--- src/rtl/median_share_sched.sv ---
// rtl/median_share_sched.sv - round-robin time-sharing of one pipelined median-of-three unit
module median_share_sched #(
  parameter int NREQ  = 3,
  parameter int WIDTH = 32,
  parameter int LAT   = 1,
  parameter int CNTW  = 16
) (
  input  logic                  clk,
  input  logic                  rst,
  input  logic [NREQ-1:0]       req_valid,
  output logic [NREQ-1:0]       req_ready,
  input  logic [NREQ*WIDTH-1:0] req_w0,
  input  logic [NREQ*WIDTH-1:0] req_w1,
  input  logic [NREQ*WIDTH-1:0] req_w2,
  output logic [NREQ-1:0]       resp_valid,
  output logic [WIDTH-1:0]      resp_data,
  output logic                  m_rst_n,
  output logic [WIDTH-1:0]      m_word0,
  output logic [WIDTH-1:0]      m_word1,
  output logic [WIDTH-1:0]      m_word2,
  input  logic [WIDTH-1:0]      m_median_word,
  output logic                  init_done,
  output logic [CNTW-1:0]       done_count
);

  localparam int PW = (NREQ > 1) ? $clog2(NREQ) : 1;

  generate
    if (LAT < 1 || LAT > 4) begin : g_bad_lat
      $error("median_share_sched: LAT must be in 1..4");
    end
    if (NREQ < 2 || NREQ > 8) begin : g_bad_nreq
      $error("median_share_sched: NREQ must be in 2..8");
    end
  endgenerate

  typedef enum logic [1:0] {
    INIT_A = 2'd0,
    INIT_B = 2'd1,
    INIT_C = 2'd2,
    RUN    = 2'd3
  } state_t;

  state_t          state;
  logic [PW-1:0]   rr_ptr;
  logic [PW-1:0]   next_ptr;
  logic            grant_v;
  logic [PW-1:0]   grant_id;
  int              idx;
  logic [LAT-1:0]  pipe_v;
  logic [PW-1:0]   pipe_id [LAT];
  logic            resp_fire;
  logic [CNTW-1:0] cnt;

  // Round-robin search starting at rr_ptr; only in RUN and never while reset is held
  always_comb begin
    grant_v  = 1'b0;
    grant_id = '0;
    idx      = 0;
    if (!rst && state == RUN) begin
      for (int k = 0; k < NREQ; k++) begin
        idx = (int'(rr_ptr) + k) % NREQ;
        if (!grant_v && req_valid[idx]) begin
          grant_v  = 1'b1;
          grant_id = PW'(idx);
        end
      end
    end
  end

  // Pointer moves to the requester after the one just served
  always_comb begin
    next_ptr = (grant_id == PW'(NREQ - 1)) ? '0 : grant_id + PW'(1);
  end

  // Grant decode and word mux toward the median unit; idle cycles drive zeros
  always_comb begin
    req_ready = '0;
    m_word0   = '0;
    m_word1   = '0;
    m_word2   = '0;
    if (grant_v) begin
      req_ready = NREQ'(1) << grant_id;
      m_word0   = req_w0[int'(grant_id)*WIDTH +: WIDTH];
      m_word1   = req_w1[int'(grant_id)*WIDTH +: WIDTH];
      m_word2   = req_w2[int'(grant_id)*WIDTH +: WIDTH];
    end
  end

  // Init sequence pulses the unit's reset low for one cycle, then RUN is absorbing
  always_ff @(posedge clk) begin
    if (rst) begin
      state  <= INIT_A;
      rr_ptr <= '0;
    end else begin
      case (state)
        INIT_A:  state <= INIT_B;
        INIT_B:  state <= INIT_C;
        INIT_C:  state <= RUN;
        default: state <= RUN;
      endcase
      if (grant_v) rr_ptr <= next_ptr;
    end
  end

  // Outputs decoded from state; reset forces the unit into reset immediately
  always_comb begin
    m_rst_n   = !rst && (state != INIT_B);
    init_done = !rst && (state == RUN);
  end

  // Issue tracker: one {valid, id} entry per cycle, exiting when the unit's result appears
  always_ff @(posedge clk) begin
    if (rst) begin
      pipe_v <= '0;
      for (int k = 0; k < LAT; k++) pipe_id[k] <= '0;
    end else begin
      pipe_v[0]  <= grant_v;
      pipe_id[0] <= grant_id;
      for (int k = 1; k < LAT; k++) begin
        pipe_v[k]  <= pipe_v[k-1];
        pipe_id[k] <= pipe_id[k-1];
      end
    end
  end

  // Route the exiting result to its requester; in-flight work is dropped while rst is high
  always_comb begin
    resp_fire  = !rst && pipe_v[LAT-1];
    resp_valid = resp_fire ? (NREQ'(1) << pipe_id[LAT-1]) : '0;
    resp_data  = resp_fire ? m_median_word : '0;
  end

  // Completed-operation counter, wraps naturally
  always_ff @(posedge clk) begin
    if (rst) begin
      cnt <= '0;
    end else if (resp_fire) begin
      cnt <= cnt + CNTW'(1);
    end
  end

  // Counter reads as zero for the whole reset window
  always_comb begin
    done_count = rst ? '0 : cnt;
  end

endmodule

--- config.mk ---
export PLATFORM = sky130hd
export DESIGN_NAME = median_share_sched
export DESIGN_NICKNAME = d
export VERILOG_FILES = /design/src/rtl/median_share_sched.sv
export SDC_FILE = /design/constraint.sdc
export NUM_CORES = 1
export LEC_CHECK = 0
export ABC_AREA = 1
export BUFFER_PORTS_ARGS = -buffer_cell sky130_fd_sc_hd__buf_2
export CAP_MARGIN = 30
export CORE_AREA = 2 2 188 190
export CTS_CLUSTER_SIZE = 8
export DETAILED_ROUTE_END_ITERATION = 8
export DIE_AREA = 0 0 190 192
export GPL_ROUTABILITY_DRIVEN = 0
export SLEW_MARGIN = 20
export SYNTH_ARGS = -nofsm -noshare
export SYNTH_HDL_FRONTEND = slang
export SYNTH_SLANG_ARGS = --single-unit
--- constraint.sdc ---
create_clock -name clk -period 3.32 [get_ports clk]
set_input_delay 0.166 -clock clk [delete_from_list [all_inputs] [get_ports clk]]
set_output_delay 0.166 -clock clk [all_outputs]
set_load 0.01 [all_outputs]
==> results of run 1 <==
[worst max-delay path by stage]
| stage | slack [ps] | start | depth (start not counted) | end |
|---|---|---|---|---|
| global route | -9 | rr_ptr[0] | 16 | m_word0[18] |
| finish | 230 | rr_ptr[0] | 13 | m_word2[15] |
| detailed placement | 420 | rr_ptr[0] | 14 | m_word0[18] |
| global placement | 520 | rr_ptr[0] | 16 | m_word0[18] |
| floorplan | 1040 | rr_ptr[0] | 13 | m_word0[15] |
| CTS | 120 | rr_ptr[0] | 14 | m_word0[18] |
[power by group through the flow]
stage               sequential [mW]  clock, mW  combinational, mW
finish                        0.283      0.269              0.466
global route                  0.283      0.286              0.516
CTS                           0.282      0.274              0.468
detailed placement            0.289          0              0.466
global placement              0.289          0              0.462
floorplan                     0.288          0              0.165
[metal layers]
| layer | part of all wire (%) | track usage (%) |
|---|---|---|
| met5 | 0.26 | 0 |
| met3 | 8.9 | 3.03 |
| met2 | 51 | 22.6 |
| met4 | 1.6 | 3.70 |
| met1 | 38 | 13.9 |
[placed cells by master (no fill, tap or decap), types with 2 or more instances in the layout]
| master | instances |
|---|---|
| ha_1 | 5 |
| buf_2 | 476 |
| nand3_2 | 2 |
| nor4_1 | 2 |
| buf_12 | 4 |
| buf_6 | 3 |
| a21oi_1 | 22 |
| inv_1 | 91 |
| diode_2 | 5 |
| inv_2 | 3 |
| nand2_1 | 295 |
| xor2_1 | 3 |
| clkbuf_16 | 4 |
| dfxtp_1 | 23 |
| buf_4 | 9 |
| nand3_1 | 154 |
| nor3_1 | 8 |
| nor2_1 | 68 |
| o21ai_0 | 9 |
| a31oi_1 | 2 |
| nor2_4 | 3 |
| nand4_1 | 24 |
[Yosys cell counts (all sizes together)]
master	n	area share (%)
ha	5	1.7
clkbuf	16	1.6
nor3	9	1.5
o21ai	10	1.3
or2	1	0.17
nor4	2	0.34
a21oi	22	3.0
nor2	71	7.6
xor2	3	0.71
nand3	157	21
inv	94	9.5
a31oi	2	0.34
nand2	297	30
dfxtp	23	12
nand4	24	4.0
buf	31	4.4
[state kept, by name (all words and copies together), names as in the netlist]
name / count
cnt: 16
pipe_id: 2
pipe_v: 1
rr_ptr: 2
state: 2
[through the flow]
stage | std cells | total power [mW]
detailed placement | 1665 | 0.755
finish | 1677 | 1.02
global route | 1675 | 1.08
floorplan | 767 | 0.454
global placement | 1665 | 0.751
CTS | 1669 | 1.02
[worst reg2reg max path: cells and delay by family (launching register included)]
kind | cells | cell delay, ps
compound gates | 2 | 370
buf+inv | 3 | 640
flops | 1 | 380
simple gates | 4 | 640
fa+ha+maj | 1 | 370
[final cells by class]
class                      count  area, sq um
antenna                        5         12.5
clock buffer                   4         78.8
fill                        3984        27500
inverter                      94          353
multi-input combinational    603         2710
sequential                    23          460
tap                          455          569
timing repair buffer         493         2590
[what timing repair did]
| item | in CTS | in global routing |
|---|---|---|
| gates resized for setup | 0 | 5 |
| setup endpoints to repair | 0 | 53 |
| setup buffers | 0 | 2 |
[kinds of logic (layout without fill, tap and decap cells)]
kind of cell,Yosys count,count (layout),share of synthesized area (%)
AOI/OAI and AO/OA,34,34,4.64
DFF,23,23,12.4
xor gates and xnor gates,3,3,0.706
adders and majority gates,5,5,1.68
buffers and inverters,141,591,15.5
other,0,5,0
and+or+nand+nor,561,561,65.1
==> impl_metrics.env, run 1 <==
export IMPL_drtIter0Drc=480
export IMPL_dieArea_sq_mm=0.0365
export IMPL_r2r_worst_path_cells=10
export IMPL_placed_cell_area_sq_mm=0.00662
export IMPL_netlist_area_sq_mm=0.00372
export IMPL_drive_gt1_share_pct=41.8
export IMPL_avgViaCountPerCell=4.02
export IMPL_cp_end_kind="output port"
export IMPL_slew_headroom_pct=65.5
export IMPL_dp_hpwl_um=20600
export IMPL_synth_warnings=0
export IMPL_grt_pass1_wl_um=34500
export IMPL_p_sw_mw=0.357
export IMPL_hold_depth=3
export IMPL_finalSetupTns_ps=0
export IMPL_critPathArrivalTime_ps=2930
export IMPL_grt_max_degree=56
export IMPL_nets=1548
export IMPL_path_cells="inv_1 -> ha_1 -> o21ai_1 -> nand2_1 -> nand3_1 -> nand3_2 -> nand3_4 -> nand2_2 -> nor2_4 -> buf_12 -> nand2_1 -> nand3_1 -> buf_2"
export IMPL_crit_path_max_incr_delay_ps=380
export IMPL_cap_violations=0
export IMPL_clk_latency_ps=260
export IMPL_setup_violations=0
export IMPL_drv_slew=0
export IMPL_hold_viol=0
export IMPL_path_class="flop to output port"
export IMPL_rows=68
export IMPL_post_route_util_pct=19.7
export IMPL_cts_root_buffer="clkbuf_16"
export IMPL_path_buf_inv=3
export IMPL_antenna_found_initial=9
export IMPL_ant_nets=0
export IMPL_initial_core_util_pct=10.8
export IMPL_status="complete, no violations"
export IMPL_syn2layout_area_growth_pct=82.0
export IMPL_dieWidth_um=190
export IMPL_drt_total_wl_um=25000
export IMPL_ir_drop_v=0.000129
export IMPL_cp_max_fo=55
export IMPL_synth_nets=1097
export IMPL_cts_buffers=3
export IMPL_power_share_switching_pct=35.1
export IMPL_fin_area_sq_mm=0.00677
export IMPL_path_delay_family="simple AND/OR/NAND/NOR gates"
export IMPL_ctsHoldBuffers=0
export IMPL_fin_hold_ws_ps=417
export IMPL_synthCells=767
export IMPL_io_buffers=476
export IMPL_pre_cts_ws_ps=415
export IMPL_r2r_setup_slack_ps=860
export IMPL_core_area_sq_mm=0.0343
export IMPL_pwr_share_clk_pct=26.4
export IMPL_r2r_end="rr_ptr[0]"
export IMPL_clk_pin_slew_ps=60
export IMPL_drc=0
export IMPL_grt_pass1_vias=6084
export IMPL_dr_total_vias=6741
export IMPL_p_int_mw=0.660
export IMPL_synth_cell_types=24
export IMPL_ys_ff_latch=23
export IMPL_worst_slew_pin_slew_ps=515
export IMPL_fin_crit_ps=3090
export IMPL_min_from="rst"
export IMPL_clockBufferDepth=2
export IMPL_required_ps=3150
export IMPL_worst_slack_ps=225
export IMPL_seq_power_share_pct=27.8
export IMPL_rsz0062_at_grt="yes"
export IMPL_io_pin_count=477
export IMPL_ys_seq_area_share_pct=12.4
export IMPL_p_leak_nw=4.07
export IMPL_grt_overflow_total=0
export IMPL_hold_path_class="primary input to flop"
export IMPL_crit_slowest_cell="dfxtp_1"
export IMPL_p_comb_share_pct=45.8
export IMPL_syn_avg_cell_area_sq_um=4.85
export IMPL_p_per_area_mw_per_mm2=150
export IMPL_die_h_um=192
export IMPL_fin_worst_skew_ps=5.97
export IMPL_cp_start_kind="flop"
export IMPL_cts_sink_count=23
export IMPL_post_route_period_util_pct=93.2
export IMPL_r2r_start="rr_ptr[0]"
export IMPL_cts_tree="built"
export IMPL_holdPathEnd="cnt[14]"
export IMPL_wl_per_cell_um=14.9
export IMPL_grt_total_usage_pct=12.3
export IMPL_fmax_ghz=0.323
export IMPL_htreeDepth=1
export IMPL_dr_pass1_iters=5
(Power assumes the default switching activity.)
==> run 2: changes to the inputs <==
--- a/config.mk
+++ b/config.mk
@@ -5,13 +5,12 @@
 export SDC_FILE = /design/constraint.sdc
 export NUM_CORES = 1
 export LEC_CHECK = 0
-export ABC_AREA = 1
 export BUFFER_PORTS_ARGS = -buffer_cell sky130_fd_sc_hd__buf_2
 export CAP_MARGIN = 30
-export CORE_AREA = 2 2 188 190
+export CORE_AREA = 2 2 183 185
 export CTS_CLUSTER_SIZE = 8
 export DETAILED_ROUTE_END_ITERATION = 8
-export DIE_AREA = 0 0 190 192
+export DIE_AREA = 0 0 185 187
 export GPL_ROUTABILITY_DRIVEN = 0
 export SLEW_MARGIN = 20
 export SYNTH_ARGS = -nofsm -noshare
==> constraint.sdc (replaced) <==
create_clock -name clk -period 3.6 [get_ports clk]
set_input_delay 0.18 -clock clk [delete_from_list [all_inputs] [get_ports clk]]
set_output_delay 0.18 -clock clk [all_outputs]
set_load 0.01 [all_outputs]
==> run 2 against run 1 <==
Clock-buffer cell count is 1 lower; global-route usage down 1.6 points; utilization is 1.1 points lower; clock power fell by 12%; flip-flop and latch count unchanged; power shrank 15%; design area shrank 9.7%; via count shrank 24%; synthesized cell count is 47% lower; first-iteration DRC count is 38% lower; combinational power decreased by 22%; worst setup slack better by 75 ps; largest cell class unchanged; largest power group unchanged; highest routed layer unchanged.
==> impl_metrics.env, run 2 <==
export IMPL_status="complete, no violations"
export IMPL_ant_nets=0
export IMPL_fin_area_sq_mm=0.00611
export IMPL_core_area_sq_mm=0.0329
export IMPL_grt_total_usage_pct=10.7
export IMPL_io_buffers=476
export IMPL_post_route_util_pct=18.6
export IMPL_r2r_end="rr_ptr[0]"
export IMPL_syn2layout_area_growth_pct=93.5
export IMPL_ys_flop_type="dfxtp_1"
export IMPL_rows=67
export IMPL_clk_latency_ps=260
export IMPL_dp_hpwl_um=17200
export IMPL_synth_edff_count=0
export IMPL_critPathArrivalTime_ps=3120
export IMPL_clk_pin_slew_ps=60
export IMPL_grt_max_degree=53
export IMPL_cts_buffers=3
export IMPL_rsz0062_at_grt="no"
export IMPL_clockBufferDepth=2
export IMPL_dr_total_vias=5105
export IMPL_cts_root_buffer="clkbuf_16"
export IMPL_grt_pass1_wl_um=28300
export IMPL_fillerInstances=3770
export IMPL_synth_nets=739
export IMPL_placed_cell_area_sq_mm=0.00602
export IMPL_drt_total_wl_um=20300
export IMPL_drv_slew=0
export IMPL_wl_per_cell_um=15.5
export IMPL_required_ps=3420
export IMPL_synth_top_area_share_pct=26.6
export IMPL_p_per_area_mw_per_mm2=141
export IMPL_nets=1188
export IMPL_post_route_period_util_pct=91.7
export IMPL_post_place_cells=1301
export IMPL_io_pin_count=477
export IMPL_syn_avg_cell_area_sq_um=7.72
export IMPL_synth_common_cells="96 x a21o_1, 96 x a22o_1, 32 x and2_1"
export IMPL_cts_sink_count=23
export IMPL_avgViaCountPerCell=3.90
export IMPL_cp_start_kind="flop"
export IMPL_ir_drop_v=0.000143
export IMPL_synthCells=409
export IMPL_startpoint="rr_ptr[0]"
export IMPL_synth_largest_area_cell="a22o_1"
export IMPL_drtIter0Drc=299
export IMPL_largest_reg_flops=16
export IMPL_cap_violations=0
export IMPL_post_cts_buffers=0
export IMPL_dr_pass1_iters=4
export IMPL_cp_end_kind="output port"
export IMPL_top_register="cnt"
export IMPL_finalSetupTns_ps=0
export IMPL_dieWidth_um=185
export IMPL_ys_ff_latch=23
export IMPL_r2r_worst_path_cells=9
export IMPL_initial_core_util_pct=9.61
export IMPL_fin_worst_skew_ps=3.26
export IMPL_yosys_top_cells_area="a22o_1 27%, a21o_1 23%, dfxtp_1 15%"
export IMPL_hold_viol=0
export IMPL_cp_max_fo=46
export IMPL_postCtsResizedCells=0
export IMPL_synth_warnings=0
export IMPL_crit_path_end="m_word2[11]"
export IMPL_netlist_area_sq_mm=0.00316
export IMPL_fin_crit_ps=3300
export IMPL_synth_cell_types=37
export IMPL_layout_commonest_cell="buf_2"
export IMPL_dieArea_sq_mm=0.0346
export IMPL_p_leak_nw=4.13
export IMPL_grt_overflow_total=0
export IMPL_hold_depth=3
export IMPL_ctsHoldBuffers=0
export IMPL_r2r_setup_slack_ps=1010
export IMPL_path_class="flop to output port"
export IMPL_fmax_ghz=0.303
export IMPL_ys_async_sr_fraction_pct=0
export IMPL_hold_path_class="primary input to flop"
export IMPL_drive_gt1_share_pct=58.0
export IMPL_final_cells=1309
export IMPL_worst_slew_pin_slew_ps=697
export IMPL_drc=0
export IMPL_ys_seq_area_share_pct=14.6
export IMPL_htreeDepth=1
export IMPL_r2r_start="rr_ptr[0]"
export IMPL_layout_common_cells="476 x buf_2, 96 x a22o_1, 96 x a21o_1, 32 x and2_1, 23 x dfxtp_1"
export IMPL_cts_tree="built"
export IMPL_slew_headroom_pct=53.0
export IMPL_grt_pass1_vias=4586
export IMPL_antenna_found_initial=5
export IMPL_min_from="rst"
export IMPL_setup_violations=0
export IMPL_die_h_um=187
[run 2: layout make-up]
cell class                 instances  area, sq um  share of cell area [%]
antenna                            4         10.0                   0.164
tap                              448          561                    9.17
multi-input combinational        340         2530                    41.3
clock buffer                       3         75.1                    1.23
clock inverter                     1         5.00                  0.0818
inverter                           6         22.5                   0.368
sequential                        23          460                    7.53
timing repair buffer             484         2450                    40.1
[run 2: worst min path at each step]
stage                               end  slack [ps]
after floorplan           pipe_id[0][1]         400
after global placement         state[0]         460
after detailed placement       state[0]         480
after CTS                     rr_ptr[0]         300
after global routing          rr_ptr[0]         320
final                         rr_ptr[0]         290
[run 2: cells by family after synthesis]
| group | Yosys count | synth area share, % |
|---|---|---|
| simple gates | 107 | 18.9 |
| compound gates | 209 | 52.8 |
| fa+ha+maj | 5 | 1.98 |
| xor+xnor | 15 | 4.16 |
| flops | 23 | 14.6 |
| mux | 4 | 1.31 |
| buf+inv | 46 | 6.22 |
[run 2: metal layers]
| metal | track usage [%] | share of wire [%] | routed length, um |
|---|---|---|---|
| met2 | 18.0 | 48 | 9700 |
| met3 | 1.79 | 7.8 | 1580 |
| met1 | 14.6 | 44 | 8890 |
| met5 | 0 | 0.044 | 9 |
| met4 | 1.59 | 0.65 | 131 |
[run 2: through the flow]
stage	hold WS [ps]	worst slack [ps]	total power, mW
finish	293	300	0.863
global route	318	96.5	0.913
CTS	296	312	0.874
detailed placement	477	602	0.629
global placement	462	636	0.629
floorplan	401	1120	0.380
[run 2: critical path: stages (launching register included)]
cell and delay, ps:
dfxtp_1 340, inv_1 90, ha_1 270, mux2i_1 290, o221ai_1 170, o31ai_1 450
a21oi_4 80, nor3_4 200, buf_4 450, a21o_1 320, buf_2 170
[run 2: where the power goes]
part | internal [mW] | total (mW) | switching [mW]
Clock | 0.149 | 0.238 | 0.0889
Combinational | 0.195 | 0.362 | 0.167
Sequential | 0.259 | 0.262 | 0.00387
Total | 0.603 | 0.863 | 0.260
